<file path="src/rtl/i2c_pkg.sv">
// Shared I2C definitions: byte-transmitter state encoding and bus constants.
// Latency: n/a (types and constants only).
// Backpressure: n/a.
package i2c_pkg;

  typedef enum logic [1:0] {
    IDLE  = 2'd0,
    SHIFT = 2'd1,
    ACK   = 2'd2
  } state_t;

  // Value presented on sda_out whenever the line is not actively driven.
  localparam logic SDA_RELEASE = 1'b1;

endpackage

</file>
<file path="src/rtl/i2c_byte_transmitter.sv">
// I2C byte serializer: shifts a byte MSB-first on SCL-low phases, then opens the ACK slot.
// Latency: first bit on SDA 1 CLK after accept; result pulse 1 CLK after the slot-closing event.
// Backpressure: tx_ready only in IDLE; abort returns to IDLE and drops the byte.
module i2c_byte_transmitter #(
  parameter int DATA_W      = 8,
  parameter int ACK_TIMEOUT = 1024
) (
  input  logic              CLK,
  input  logic              RST,
  input  logic              scl_fall,
  input  logic              tx_valid,
  input  logic [DATA_W-1:0] tx_data,
  output logic              tx_ready,
  input  logic              abort,
  input  logic              ack_in,
  input  logic              nack_in,
  output logic              sda_out,
  output logic              sda_oe,
  output logic              wait_ack,
  output logic              busy,
  output logic              byte_done,
  output logic              ack_ok,
  output logic              nack,
  output logic              timeout
);
  import i2c_pkg::*;

  localparam int BW = $clog2(DATA_W);
  localparam int TW = $clog2(ACK_TIMEOUT);
  localparam logic [BW-1:0] BIT_LAST = BW'(DATA_W - 1);
  localparam logic [TW-1:0] TMO_LAST = TW'(ACK_TIMEOUT - 1);

  state_t            state_q,     state_nxt;
  logic [DATA_W-1:0] shreg_q,     shreg_nxt;
  logic [BW-1:0]     bit_cnt_q,   bit_cnt_nxt;
  logic [TW-1:0]     tmo_cnt_q,   tmo_cnt_nxt;
  logic              ack_ok_q,    ack_ok_nxt;
  logic              nack_q,      nack_nxt;
  logic              byte_done_q, byte_done_nxt;
  logic              timeout_q,   timeout_nxt;
  logic              slot_ack;

  // Registers all state; reset drives the bus-facing outputs to released at once.
  always_ff @(posedge CLK or negedge RST) begin
    if (!RST) begin
      state_q     <= IDLE;
      shreg_q     <= '0;
      bit_cnt_q   <= '0;
      tmo_cnt_q   <= '0;
      ack_ok_q    <= 1'b0;
      nack_q      <= 1'b0;
      byte_done_q <= 1'b0;
      timeout_q   <= 1'b0;
    end else begin
      state_q     <= state_nxt;
      shreg_q     <= shreg_nxt;
      bit_cnt_q   <= bit_cnt_nxt;
      tmo_cnt_q   <= tmo_cnt_nxt;
      ack_ok_q    <= ack_ok_nxt;
      nack_q      <= nack_nxt;
      byte_done_q <= byte_done_nxt;
      timeout_q   <= timeout_nxt;
    end
  end

  // A simultaneous ack_in/nack_in is illegal and resolves to NACK.
  assign slot_ack = ack_in & ~nack_in;

  // Next-state and datapath: abort has top priority, then the SCL edge, then the timeout.
  always_comb begin
    state_nxt     = state_q;
    shreg_nxt     = shreg_q;
    bit_cnt_nxt   = bit_cnt_q;
    tmo_cnt_nxt   = tmo_cnt_q;
    ack_ok_nxt    = ack_ok_q;
    nack_nxt      = nack_q;
    byte_done_nxt = 1'b0;
    timeout_nxt   = 1'b0;
    if (abort) begin
      state_nxt = IDLE;
    end else begin
      case (state_q)
        IDLE: begin
          if (tx_valid) begin
            state_nxt   = SHIFT;
            shreg_nxt   = tx_data;
            bit_cnt_nxt = '0;
            ack_ok_nxt  = 1'b0;
            nack_nxt    = 1'b0;
          end
        end
        SHIFT: begin
          if (scl_fall) begin
            if (bit_cnt_q == BIT_LAST) begin
              state_nxt   = ACK;
              tmo_cnt_nxt = '0;
            end else begin
              shreg_nxt   = {shreg_q[DATA_W-2:0], 1'b0};
              bit_cnt_nxt = bit_cnt_q + BW'(1);
            end
          end
        end
        ACK: begin
          if (scl_fall) begin
            state_nxt     = IDLE;
            ack_ok_nxt    = slot_ack;
            nack_nxt      = ~slot_ack;
            byte_done_nxt = 1'b1;
          end else if (tmo_cnt_q == TMO_LAST) begin
            state_nxt     = IDLE;
            ack_ok_nxt    = 1'b0;
            nack_nxt      = 1'b1;
            byte_done_nxt = 1'b1;
            timeout_nxt   = 1'b1;
          end else begin
            tmo_cnt_nxt = tmo_cnt_q + TW'(1);
          end
        end
        default: state_nxt = IDLE;
      endcase
    end
  end

  assign tx_ready  = (state_q == IDLE);
  assign busy      = (state_q != IDLE);
  assign sda_oe    = (state_q == SHIFT);
  assign sda_out   = sda_oe ? shreg_q[DATA_W-1] : SDA_RELEASE;
  assign wait_ack  = (state_q == ACK);
  assign byte_done = byte_done_q;
  assign ack_ok    = ack_ok_q;
  assign nack      = nack_q;
  assign timeout   = timeout_q;

endmodule
</file>
<file path="config.mk">
export PLATFORM = sky130hd
export DESIGN_NAME = i2c_byte_transmitter
export DESIGN_NICKNAME = d
export VERILOG_FILES = /design/src/rtl/i2c_pkg.sv /design/src/rtl/i2c_byte_transmitter.sv
export SDC_FILE = /design/constraint.sdc
export NUM_CORES = 1
export LEC_CHECK = 0
export BUFFER_PORTS_ARGS = -buffer_cell sky130_fd_sc_hd__buf_2
export CAP_MARGIN = 20
export CORE_MARGIN = 2
export CORE_UTILIZATION = 49
export CTS_CLUSTER_DIAMETER = 40
export CTS_CLUSTER_SIZE = 28
export DETAILED_ROUTE_END_ITERATION = 7
export PLACE_DENSITY = 0.74
export SLEW_MARGIN = 20
export SYNTH_ARGS = -nofsm -noshare
export SYNTH_HDL_FRONTEND = slang
export SYNTH_SLANG_ARGS = --single-unit
</file>
<file path="constraint.sdc">
create_clock -name CLK -period 1.6 [get_ports CLK]
set_input_delay 0.16 -clock CLK [delete_from_list [all_inputs] [get_ports CLK]]
set_output_delay 0.16 -clock CLK [all_outputs]
set_load 0.02 [all_outputs]
</file>
# Word-level counts from Yosys, hierarchy flattened
# Cells that the tools add are included.
[word_totals] ff_bits=27 inputBits=15
[op_classes] muxes=35 n_reduce_logical=9 bitwise_logic=4 eq_ne=15 addsub=2
[ops] operator="two-way mux 10 bit" count=4
[ops] operator="two-way mux 8 bit" count=3
[ops] operator="one-hot mux 10 bit (2 select lines)" count=1
[ops] operator="one-hot mux 8 bit (2 select lines)" count=1
[ops] operator="two-way mux 1 bit" count=13
[ops] operator="two-way mux 2 bit" count=6
[ops] operator="adder 10 x 1 -> 10 bit, second input constant" count=1
[ops] operator="== test 10 bit, second input constant" count=1
[ops] operator="!= test 2 bit, second input constant" count=5
[ops] operator="two-way mux 3 bit" count=3
[ops] operator="!= test 3 x 2 -> 1 bit, second input constant" count=3
[ops] operator="AND reduction 4 bit" count=2
[ops] operator="nonzero test 2 bit" count=4
[ops] operator="one-hot mux 2 bit (3 select lines)" count=1
[ops] operator="one-hot mux 3 bit (2 select lines)" count=1
[ops] operator="AND reduction 6 bit" count=1
[ops] operator="AND reduction 5 bit" count=1
[ops] operator="!= test 4 x 3 -> 1 bit, second input constant" count=1
[ops] operator="one-hot mux 1 bit (2 select lines)" count=2
[ops] operator="adder 3 x 1 -> 3 bit, second input constant" count=1
[ops] operator="== test 3 bit, second input constant" count=1
[ops] operator="!= test 3 bit, second input constant" count=1
[ops] operator="NOT 1 bit" count=3
[ops] operator="== test 2 x 1 -> 1 bit, second input constant" count=1
[ops] operator="4 further kinds" count=4

# Depth between registers and ports, before layout
[depth] word_depth=5 depth_mapped=7

# Worst setup path after synthesis
# No wires, ideal clock.
[synth_path] path_kind="flip-flop to flip-flop" start="register tmo_cnt_q[0]" end="register tmo_cnt_q[6]" path_buffers=1 path_stages_with_launch=7 required_time_ns=1.474 arrival_ns=1.561 slack_ns=-0.087 setup_time_ns=0.126 synth_period_minus_slack_ns=1.687 cell_sequence="dfrtp_1 ha_1 nand3_1 o31a_1 buf_6 and3_1 a221o_1"
[synth_via] elab_chain_cells=4
[synth_lines] item="start, declared" line="i2c_byte_transmitter.sv:36" text="logic [TW-1:0] tmo_cnt_q, tmo_cnt_nxt;"
[synth_lines] item="start signal, assigned" line="i2c_byte_transmitter.sv:58" text="tmo_cnt_q <= tmo_cnt_nxt;"
[synth_lines] item="adder 10 x 1 -> 10 bit" line="i2c_byte_transmitter.sv:116" text="tmo_cnt_nxt = tmo_cnt_q + TW'(1);"
[synth_lines] item="two-way mux 10 bit" line="i2c_byte_transmitter.sv:109" text="end else if (tmo_cnt_q == TMO_LAST) begin"
[synth_lines] item="two-way mux 10 bit" line="i2c_byte_transmitter.sv:104" text="if (scl_fall) begin"
[synth_lines] item="one-hot mux 10 bit (2 select lines)" line="i2c_byte_transmitter.sv:82" text="case (state_q)"
# Several ways; a longest one is shown, not always the timed one. The select of a mux whose other input is x is not followed.
# A chain may end at the register's enable or synchronous reset.

# Final worst setup path
[layout_path] start="register bit_cnt_q[1]" end="register bit_cnt_q[0]"
[layout_via] elab_chain_cells=3
[layout_lines] item="start, declared" line="i2c_byte_transmitter.sv:35" text="logic [BW-1:0] bit_cnt_q, bit_cnt_nxt;"
[layout_lines] item="start signal, assigned" line="i2c_byte_transmitter.sv:57" text="bit_cnt_q <= bit_cnt_nxt;"
[layout_lines] item="== test 3 bit" line="i2c_byte_transmitter.sv:94" text="if (bit_cnt_q == BIT_LAST) begin"
[layout_lines] item="!= test 2 bit (no source line)"
[layout_lines] item="AND reduction 5 bit (no source line)"
# Every way passes these cells.

==> run metrics <==
Int Pwr 997 uW; Least-Margin Pin Slew 0.599 ns; ranking of synthesized cells by area dfrtp_1 (49%), mux2i_1 (6.5%), nand2_1 (4.6%); Worst Slack Setup Final -0.0912 ns; initial antenna violation count 0; Hold Path Class in2reg; CP max FO 22; sequential cell area fraction in the yosys report 48.6%; vias in the first global route 1,257; CP Launch Type flop; H-Tree Depth 1; dpl cell area 1720 sq um; clk_lat worst skew 0.33 ns; outcome finished with violations; total power draw 1370 uW; relative slew slack 60.1%; crit path time final 1.69 ns; delay-heaviest family, CP compound AO/OA/AOI/OAI gates; switching power 377 uW; predominant post-synthesis flop cell dfrtp_1; Post-synth top cells dfrtp_1 (27), nand2_1 (17), mux2i_1 (9), nor2_1 (9), o21ai_0 (8); CTS Root Cell clkbuf_4; vias post-DR 1,292; final hold vios 0; max-slew violation count 0; input/output buffers 23; Die Y 57.3 microns; layout cells sized above 1 46.3%; Net Count, Synth 156; sequential share of power 56.0%; DRT antenna net count 0; Worst Path Required 1.84 ns; Combinational Power Share 22.0%; synthesized instance count 138; Synth Register Bits 27; CTS Sinks 27; total wire length 3670 microns; fmax 591 MHz; Leak 0.00104 uW; clock power share 22.0%; Sw Ratio 27.5%; CP endpoint kind flop; Worst-path clk slew 0.14 ns; first-pass GRT wire length 5550 microns; CTS tree yes; per-cell routed wire length 15.7 microns; CP max stage cell dfrtp_1; Clock Tree Buf Depth 2; CP bufs+invs 1; Core Area 2730 sq um; initial DRC count 71; Filler cells 169; nets 222; max-cap violation count 0; Die W 57.3 microns; Syn Area/Cell 10.1 sq um; Yosys top cell by area dfrtp_1; total track usage 21.9%; pwr/cell area 671 nW/um^2; violated checks negative setup slack; most frequent cell after synthesis dfrtp_1; Worst EP arrival 1.93 ns; Placer Congestion 0.887; Tcrit/Tclk final 106%; crit-path max cell delay 0.44 ns; Post-synth EDFFs 0; DP HPWL 2350 microns; Synth Cell Area 1390 sq um; share of Yosys cell area claimed by the top area cell type 48.6%; total gr overflow 0; kind of critical path reg2reg; Finished Cell Area 2050 sq um; CTS buffer count 3; row count 19; Distinct cells, synth 34; Max VDD drop 0.532 mV; critical path, cell by cell ha_2, ha_4, nand3b_1, a211o_1, buf_12, a21o_1; initial core utilization 50.9%; Final setup viols 18; num ports 24; async set or reset register ratio after synthesis 100%; largest net degree at the start of global routing 28; layout overhead on the synthesized area 47.1%; clock skew 0.00220 ns; # diodes 0; DRC Markers 0; die area 3280 sq um; RSZ-0062 raised after global routing true; Vias/cell 5.52; synth warn 0; Pre-antenna DRT Iters 4
registers in the layout, summed over array words and instances, names as in the netlist:
signal,count
tmo_cnt_q,10
shreg_q,8
nack,1
timeout,1
byte_done,1
ack_ok,1
state_q,2
bit_cnt_q,3
kinds of logic (layout without fill, tap and decap cells):
logic type      count (synthesis)  count (layout)  synth area share [%]
compound gates                 30              30                  15.5
mux                            10              10                  7.28
buf+inv                         9              74                  3.06
simple gates                   59              59                  22.9
flops                          27              27                  48.6
fa+ha+maj                       3               3                  2.70
worst paths after layout:
kind / start / to / slack (ns) / cells past startpoint
max reg2reg: bit_cnt_q[1]$_DFFE_PN0P_ / bit_cnt_q[0]$_DFFE_PN0P_ / -0.09 / 6
min reg2reg: shreg_q[7]$_DFFE_PN0P_ / shreg_q[7]$_DFFE_PN0P_ / 0.51 / 2
max in group asynchronous: RST / tmo_cnt_q[3]$_DFFE_PN0P_ / 0.87 / 2
min in group asynchronous: RST / byte_done$_DFF_PN0_ / 0.34 / 2
min: tx_data[0] / shreg_q[0]$_DFFE_PN0P_ / 0.07 / 3
max: bit_cnt_q[1]$_DFFE_PN0P_ / bit_cnt_q[0]$_DFFE_PN0P_ / -0.09 / 6
what timing repair did:
| item | 4_1_cts | 5_1_grt |
|---|---|---|
| hold buffers | 1 | 0 |
| pin swaps | 10 | 2 |
| endpoints found under the setup margin | 22 | 25 |
| endpoints found under the hold margin | 27 | 0 |
| resized for setup | 17 | 21 |
| cloned | 0 | 1 |
| setup buffers | 6 | 11 |
layout make-up:
| type | instances | area [sq um] | share of cell area [%] |
|---|---|---|---|
| clock buffers | 4 | 26.3 | 1.28 |
| inverters | 5 | 21.3 | 1.04 |
| multi-input cells | 102 | 772 | 37.7 |
| flip-flops and latches | 27 | 676 | 33.0 |
| well taps | 31 | 38.8 | 1.89 |
| repair buffers | 65 | 513 | 25.1 |
power groups by stage:
stage / clock network (uW) / registers, uW / logic, uW
final: 303 / 769 / 303
after global routing: 334 / 775 / 329
after CTS: 308 / 767 / 249
after detailed placement: 0 / 781 / 207
after global placement: 0 / 775 / 195
after floorplan: 0 / 774 / 115
per-stage QoR:
step / hold WS [ns] / util, % / setup WS (ns) / cells / TNS, ns
6_report: 0.0666 / 74.9 / -0.0912 / 234 / -0.729
5_1_grt: 0.0448 / 74.9 / -0.120 / 234 / -1.81
4_1_cts: 0.0501 / 68.6 / -0.0618 / 222 / -0.438
3_5_place_dp: 0.204 / 63.1 / -0.0720 / 211 / -0.499
3_3_place_gp: 0.193 / 63.1 / -0.0250 / 211 / -0.0250
2_1_floorplan: -0.136 / - / -0.0485 / 138 / -0.171
worst reg2reg max path, cell delays in order, from the launching register on:
cell	delay [ns]
dfrtp_1	0.44
ha_2	0.20
ha_4	0.15
nand3b_1	0.15
a211o_1	0.31
buf_12	0.17
a21o_1	0.18
cells in the final DEF, fill, tap and decap left out, types with 3 or more instances in the layout:
cell type,netlist,final
a211o_1,3,3
a221o_1,4,4
and3_1,7,6
buf_2,1,20
buf_4,0,33
buf_6,1,8
clkbuf_4,0,3
dfrtp_1,27,27
inv_1,3,3
mux2i_1,9,9
nand2_1,17,13
nand2_2,0,4
nand2b_1,5,3
nand3_1,6,5
nor2_1,9,8
nor3_1,7,6
o21ai_1,4,9
routing by layer:
layer	wire length (microns)	global-route usage (%)
met1	1540	26.7
met2	1890	39.2
met3	151	3.63
met4	83	7.64
met5	0	0
(Power assumes the default switching activity.)
